### src/rtl/uart_pkg.sv
// rtl/uart_pkg.sv - shared state type and default sizes for the UART transmit FIFO
package uart_pkg;

   localparam int UART_FIFO_DEPTH_DEF = 16;
   localparam int UART_DATA_W         = 8;

   typedef enum logic [1:0] {
      F_IDLE,
      F_START,
      F_WAIT_LOW,
      F_WAIT_HIGH
   } FIFO_STATES;

endpackage

### src/rtl/uart_sync_fifo.sv
// rtl/uart_sync_fifo.sv - circular byte store with registered occupancy, full and empty
module uart_sync_fifo
   import uart_pkg::*;
#(
   parameter int DEPTH  = UART_FIFO_DEPTH_DEF,
   parameter int DATA_W = UART_DATA_W
) (
   input  logic                       clk,
   input  logic                       rst,
   input  logic                       push,
   input  logic [DATA_W-1:0]          wr_data,
   input  logic                       pop,
   output logic [DATA_W-1:0]          rd_data,
   output logic [$clog2(DEPTH):0]     count,
   output logic                       full,
   output logic                       empty
);

   localparam int AW = $clog2(DEPTH);
   localparam int CW = AW + 1;

   logic [DATA_W-1:0] mem_q [DEPTH];
   logic [AW-1:0]     wr_ptr_q, wr_ptr_d;
   logic [AW-1:0]     rd_ptr_q, rd_ptr_d;
   logic [CW-1:0]     count_q, count_d;
   logic              full_q, full_d;
   logic              empty_q, empty_d;

   // DEPTH is a power of two, so pointer overflow is the wrap.
   always_comb begin
      wr_ptr_d = wr_ptr_q;
      rd_ptr_d = rd_ptr_q;
      count_d  = count_q;
      if (push) wr_ptr_d = wr_ptr_q + 1'b1;
      if (pop)  rd_ptr_d = rd_ptr_q + 1'b1;
      case ({push, pop})
         2'b10:   count_d = count_q + 1'b1;
         2'b01:   count_d = count_q - 1'b1;
         default: count_d = count_q;
      endcase
      full_d  = (count_d == CW'(DEPTH));
      empty_d = (count_d == '0);
   end

   always_ff @(posedge clk or posedge rst) begin
      if (rst) begin
         wr_ptr_q <= '0;
         rd_ptr_q <= '0;
         count_q  <= '0;
         full_q   <= 1'b0;
         empty_q  <= 1'b1;
      end else begin
         wr_ptr_q <= wr_ptr_d;
         rd_ptr_q <= rd_ptr_d;
         count_q  <= count_d;
         full_q   <= full_d;
         empty_q  <= empty_d;
      end
   end

   // Storage is deliberately left out of reset.
   always_ff @(posedge clk) begin
      if (push) mem_q[wr_ptr_q] <= wr_data;
   end

   assign rd_data = mem_q[rd_ptr_q];
   assign count   = count_q;
   assign full    = full_q;
   assign empty   = empty_q;

endmodule

### src/rtl/uart_tx_fifo.sv
// rtl/uart_tx_fifo.sv - transmit FIFO pacing bytes into a UART via a tx_ready handshake
// Define UART_TX_FIFO_OVF_EN to enable the sticky overflow flag and its ovf_clr input.
module uart_tx_fifo
   import uart_pkg::*;
#(
   parameter int DEPTH  = UART_FIFO_DEPTH_DEF,
   parameter int DATA_W = UART_DATA_W
) (
   input  logic                   clk,
   input  logic                   rst,
   input  logic [DATA_W-1:0]      wr_data,
   input  logic                   wr_en,
   input  logic                   tx_ready,
   output logic [DATA_W-1:0]      tx_data,
   output logic                   tx_start,
   output logic                   full,
   output logic                   empty,
   output logic [$clog2(DEPTH):0] count,
   input  logic                   ovf_clr,
   output logic                   overflow
);

   FIFO_STATES        state_q, state_d;
   logic [DATA_W-1:0] tx_data_q, tx_data_d;
   logic [DATA_W-1:0] rd_data;
   logic              fifo_full, fifo_empty;
   logic              pop, push;

   assign pop  = (state_q == F_IDLE) && !fifo_empty && tx_ready;
   // A same-edge pop frees a slot, so a full FIFO may still accept the write.
   assign push = wr_en && (!fifo_full || pop);

   uart_sync_fifo #(
      .DEPTH  (DEPTH),
      .DATA_W (DATA_W)
   ) u_fifo (
      .clk     (clk),
      .rst     (rst),
      .push    (push),
      .wr_data (wr_data),
      .pop     (pop),
      .rd_data (rd_data),
      .count   (count),
      .full    (fifo_full),
      .empty   (fifo_empty)
   );

   always_comb begin
      state_d   = state_q;
      tx_data_d = tx_data_q;
      case (state_q)
         F_IDLE: begin
            if (pop) begin
               state_d   = F_START;
               tx_data_d = rd_data;
            end
         end
         F_START:     state_d = F_WAIT_LOW;
         F_WAIT_LOW:  if (!tx_ready) state_d = F_WAIT_HIGH;
         F_WAIT_HIGH: if (tx_ready)  state_d = F_IDLE;
         default:     state_d = F_IDLE;
      endcase
   end

   always_ff @(posedge clk or posedge rst) begin
      if (rst) begin
         state_q   <= F_IDLE;
         tx_data_q <= '0;
      end else begin
         state_q   <= state_d;
         tx_data_q <= tx_data_d;
      end
   end

   assign tx_start = (state_q == F_START);
   assign tx_data  = tx_data_q;
   assign full     = fifo_full;
   assign empty    = fifo_empty;

`ifdef UART_TX_FIFO_OVF_EN
   logic overflow_q, overflow_d;

   // Clear wins over a drop landing on the same edge.
   always_comb begin
      overflow_d = overflow_q;
      if (ovf_clr)
         overflow_d = 1'b0;
      else if (wr_en && !push)
         overflow_d = 1'b1;
   end

   always_ff @(posedge clk or posedge rst) begin
      if (rst) overflow_q <= 1'b0;
      else     overflow_q <= overflow_d;
   end

   assign overflow = overflow_q;
`else
   logic unused_ovf_clr;
   assign unused_ovf_clr = ovf_clr;
   assign overflow       = 1'b0;
`endif

endmodule

### config.mk
export PLATFORM = sky130hd
export DESIGN_NAME = uart_tx_fifo
export DESIGN_NICKNAME = d
export VERILOG_FILES = /design/src/rtl/uart_pkg.sv /design/src/rtl/uart_sync_fifo.sv /design/src/rtl/uart_tx_fifo.sv
export SDC_FILE = /design/constraint.sdc
export NUM_CORES = 1
export LEC_CHECK = 0
export CORE_ASPECT_RATIO = 1.25
export CORE_MARGIN = 3
export CORE_UTILIZATION = 60
export DETAILED_ROUTE_END_ITERATION = 8
export PLACE_DENSITY = 0.77
export SLEW_MARGIN = 20
export SYNTH_ARGS = -nofsm -noshare
export SYNTH_HDL_FRONTEND = slang
export SYNTH_SLANG_ARGS = --single-unit
### constraint.sdc
create_clock -name clk -period 3.26 [get_ports clk]
set_clock_uncertainty 0.1 [all_clocks]
set_input_delay 0.652 -clock clk [delete_from_list [all_inputs] [get_ports clk]]
set_output_delay 0.652 -clock clk [all_outputs]
set_load 0.01 [all_outputs]
==> results.yml <==
status:
  outcome: "finished, final reports clean"
worst_hold_path:
  hold_class: "in -> async"
setup_path:
  critical_path_class: "reg -> reg"
  cp.required_ns: 3.51
  max_stage_delay_ns: 0.41
  startpoint_type: "register"
  cp_top_family: "compound AO/OA/AOI/OAI gates"
  slowest_stage: "dfrtp_1"
  path_buf_inv: 2
  worstSetupEndpointType: "register"
  arrival_ns: 3.10
  cpMostUsedCell: "ha_1"
  cp_max_fo: 4
  crit_chain: "inv_1 > ha_1 > nand3b_1 > a21boi_2 > inv_1 > ha_1 > xor2_1 > ha_1 > a21oi_1 > mux2i_1 > xnor2_1 > a311o_1 > nor2b_1"
floorplan:
  ios: 30
  die_width_um: 97.6
  core_mm2: 0.0102
  initial_core_util_pct: 62.0
  die_h_um: 121
  dieArea_mm2: 0.0118
  fp-row-count: 41
yosys:
  synthTopCellsByCount: "edfxtp_1, dfrtp_1, mux4_2"
  ys_types: 44
  synth_edf_count: 128
  synth_seq_area_share_pct: 71.0
  yosysMostFrequentCell: "edfxtp_1"
  ys_warn_count: 0
  yosys_most_used_dff: "edfxtp_1"
  syn-instance-count: 338
  synth.largest_area_cell: "edfxtp_1"
  avgSynthCellArea_um2: 18.6
  synth_seq_cells: 153
  synth_top_area_share_pct: 61.0
  syn-cell-area_mm2: 0.00630
  async_flop_share_pct: 16.3
  syn_nets: 365
  synthTopCellsByArea: "edfxtp_1, dfrtp_1, mux4_2"
sta:
  hold_slack_ns: 0.398
  hold_viol: 0
  relSlewSlack_pct: 42.4
  worst_pin_slew_ns: 0.864
  final.setup.tns_ns: 0
  slew_viol_final: 0
  finalCriticalPeriod_ns: 2.84
  setup_viol: 0
  rsz0062_at_grt: "false"
  max_freq_mhz: 352
  finalCritPeriodShare_pct: 87.3
cells_and_area:
  fillers: 578
  fin_nets: 433
  n_antenna_cell: 0
  drive_above_1_share_pct: 25.8
  area_growth_pct: 19.7
clocking:
  clk_latency_ns: 0.42
  cts_resized: 0
  cts_setup_buffers: 0
  cts_max_path_buffers: 2
  root_buffer: "clkbuf_16"
  cts_buffers: 17
  cts_hold_buffers: 0
  cts.reportedPaths.clkPinSlew_ns: 0.07
  cts_tree: "done"
  cts_max_level: 4
  cts.sinks: 153
power:
  pwr-share-clk_pct: 29.1
  swShare_pct: 31.4
  pwr-share-seq_pct: 41.0
  pwr-share-comb_pct: 29.9
  power_w: 0.00668
  power_switching_w: 0.00210
  peakVddDrop_uv: 535
  p_int_w: 0.00458
  power.leakage_nw: 2.72
  p_per_area_mw_per_mm2: 887
grt:
  grt_pass1_wl_mm: 19.6
  track_usage_pct: 23.0
  grt_antenna_before_repair: 0
  gr-total-overflow: 0
  grt_start_max_net_pins: 36
  grt_pass1_vias: 3486
route:
  via_count: 3373
  first_iter_violations: 338
  wire_per_inst_um: 22.6
  finalWirelength_mm: 12.4
  dr.pass1.iters: 5
  avgViaCountPerCell: 6.16
  drc_errors: 0
  ant_nets: 0
placement:
  portBuffers: 27
  gp_congestion: 0.825
  post-dp-hpwl_mm: 7.97
flow_run:
  cap_violations: 0
==> final timing paths <==
kind                                 start                  to  slack, ns  cells past startpoint
setup reg to reg                state_q[0]         u_fifo.full       0.42                     13
hold reg to reg            u_fifo.count[4]     u_fifo.count[4]       0.40                      1
max in group asynchronous              rst  u_fifo.rd_ptr_q[0]       2.07                      3
setup / recovery                state_q[0]         u_fifo.full       0.42                     13
min in group clk           u_fifo.count[4]     u_fifo.count[4]       0.40                      1
hold / removal                         rst          state_q[0]       0.40                      2
==> flip-flops by register name, summed over array words and instances (netlist names) <==
register / count
u_fifo.full: 1
tx_data: 8
u_fifo.count: 5
u_fifo.rd_ptr_q: 4
u_fifo.mem_q: 128
state_q: 2
u_fifo.empty: 1
u_fifo.wr_ptr_q: 4
==> cell families after synthesis <==
kind of cell	after synthesis	synth area share [%]
adders and majority gates	14	2.78
AOI/OAI and AO/OA	30	3.38
muxes	51	15.1
buffers and inverters	25	2.05
xor gates and xnor gates	12	1.67
and+or+nand+nor	52	3.93
DFF	153	71.0
other	1	0.0595
==> placed cells by master, fill, tap and decap left out, drive strengths merged, types with 2 or more instances in the layout <==
cell type	count
clkbuf	17
clkdlybuf4s50	27
mux2i	12
dfrtp	24
inv	19
nand4	2
ha	14
buf	39
xnor2	8
mux4	32
o21ai	9
nor3	4
edfxtp	128
nand2	15
o32ai	2
mux2	7
a22oi	4
o21a	2
clkinvlp	2
nor2	21
xor2	4
o31ai	3
nand2b	2
a21oi	4
nor2b	2
==> power by group through the flow <==
stage | Sequential [W] | Clock (W) | Combinational [W]
6_report | 0.00274 | 0.00194 | 0.00200
5_1_grt | 0.00278 | 0.00206 | 0.00217
4_1_cts | 0.00274 | 0.00197 | 0.00202
3_5_place_dp | 0.00277 | 0 | 0.00197
3_3_place_gp | 0.00276 | 0 | 0.00193
2_1_floorplan | 0.00264 | 0 | 0.00140
==> worst reg2reg max path, stage by stage, from the launching register on <==
cell      delay [ns]
dfrtp_1         0.41
inv_1           0.13
ha_1            0.19
nand3b_1        0.13
a21boi_2        0.19
inv_1           0.08
ha_1            0.22
xor2_1          0.17
ha_1            0.22
a21oi_1         0.17
mux2i_1         0.23
xnor2_1         0.11
a311o_1         0.32
nor2b_1         0.11
==> per-stage QoR <==
stage | setup slack [ns] | instances | utilization (%) | instance area, µm²
floorplan | 0.273 | 338 | - | 6300
global placement | 0.0420 | 516 | 68.3 | 6940
detailed placement | 0.00665 | 516 | 68.3 | 6940
CTS | 0.383 | 548 | 74.2 | 7530
global route | 0.159 | 548 | 74.2 | 7530
finish | 0.416 | 548 | 74.2 | 7530
==> routing by layer <==
layer,GRT usage [%],share of wire (%)
met5,0,0
met4,8.48,1.8
met3,5.19,5.1
met2,38.4,53
met1,30.1,40
==> layout make-up <==
class | instances | area (µm²) | area share, %
clock buffers | 17 | 425 | 5.65
clock inverters | 15 | 173 | 2.29
inverters | 8 | 30.0 | 0.399
multi-input cells | 160 | 1700 | 22.5
flip-flops and latches | 153 | 4470 | 59.3
well taps | 129 | 161 | 2.14
repair buffers | 66 | 576 | 7.64
Note: power is estimated with default switching activity, not from simulation.
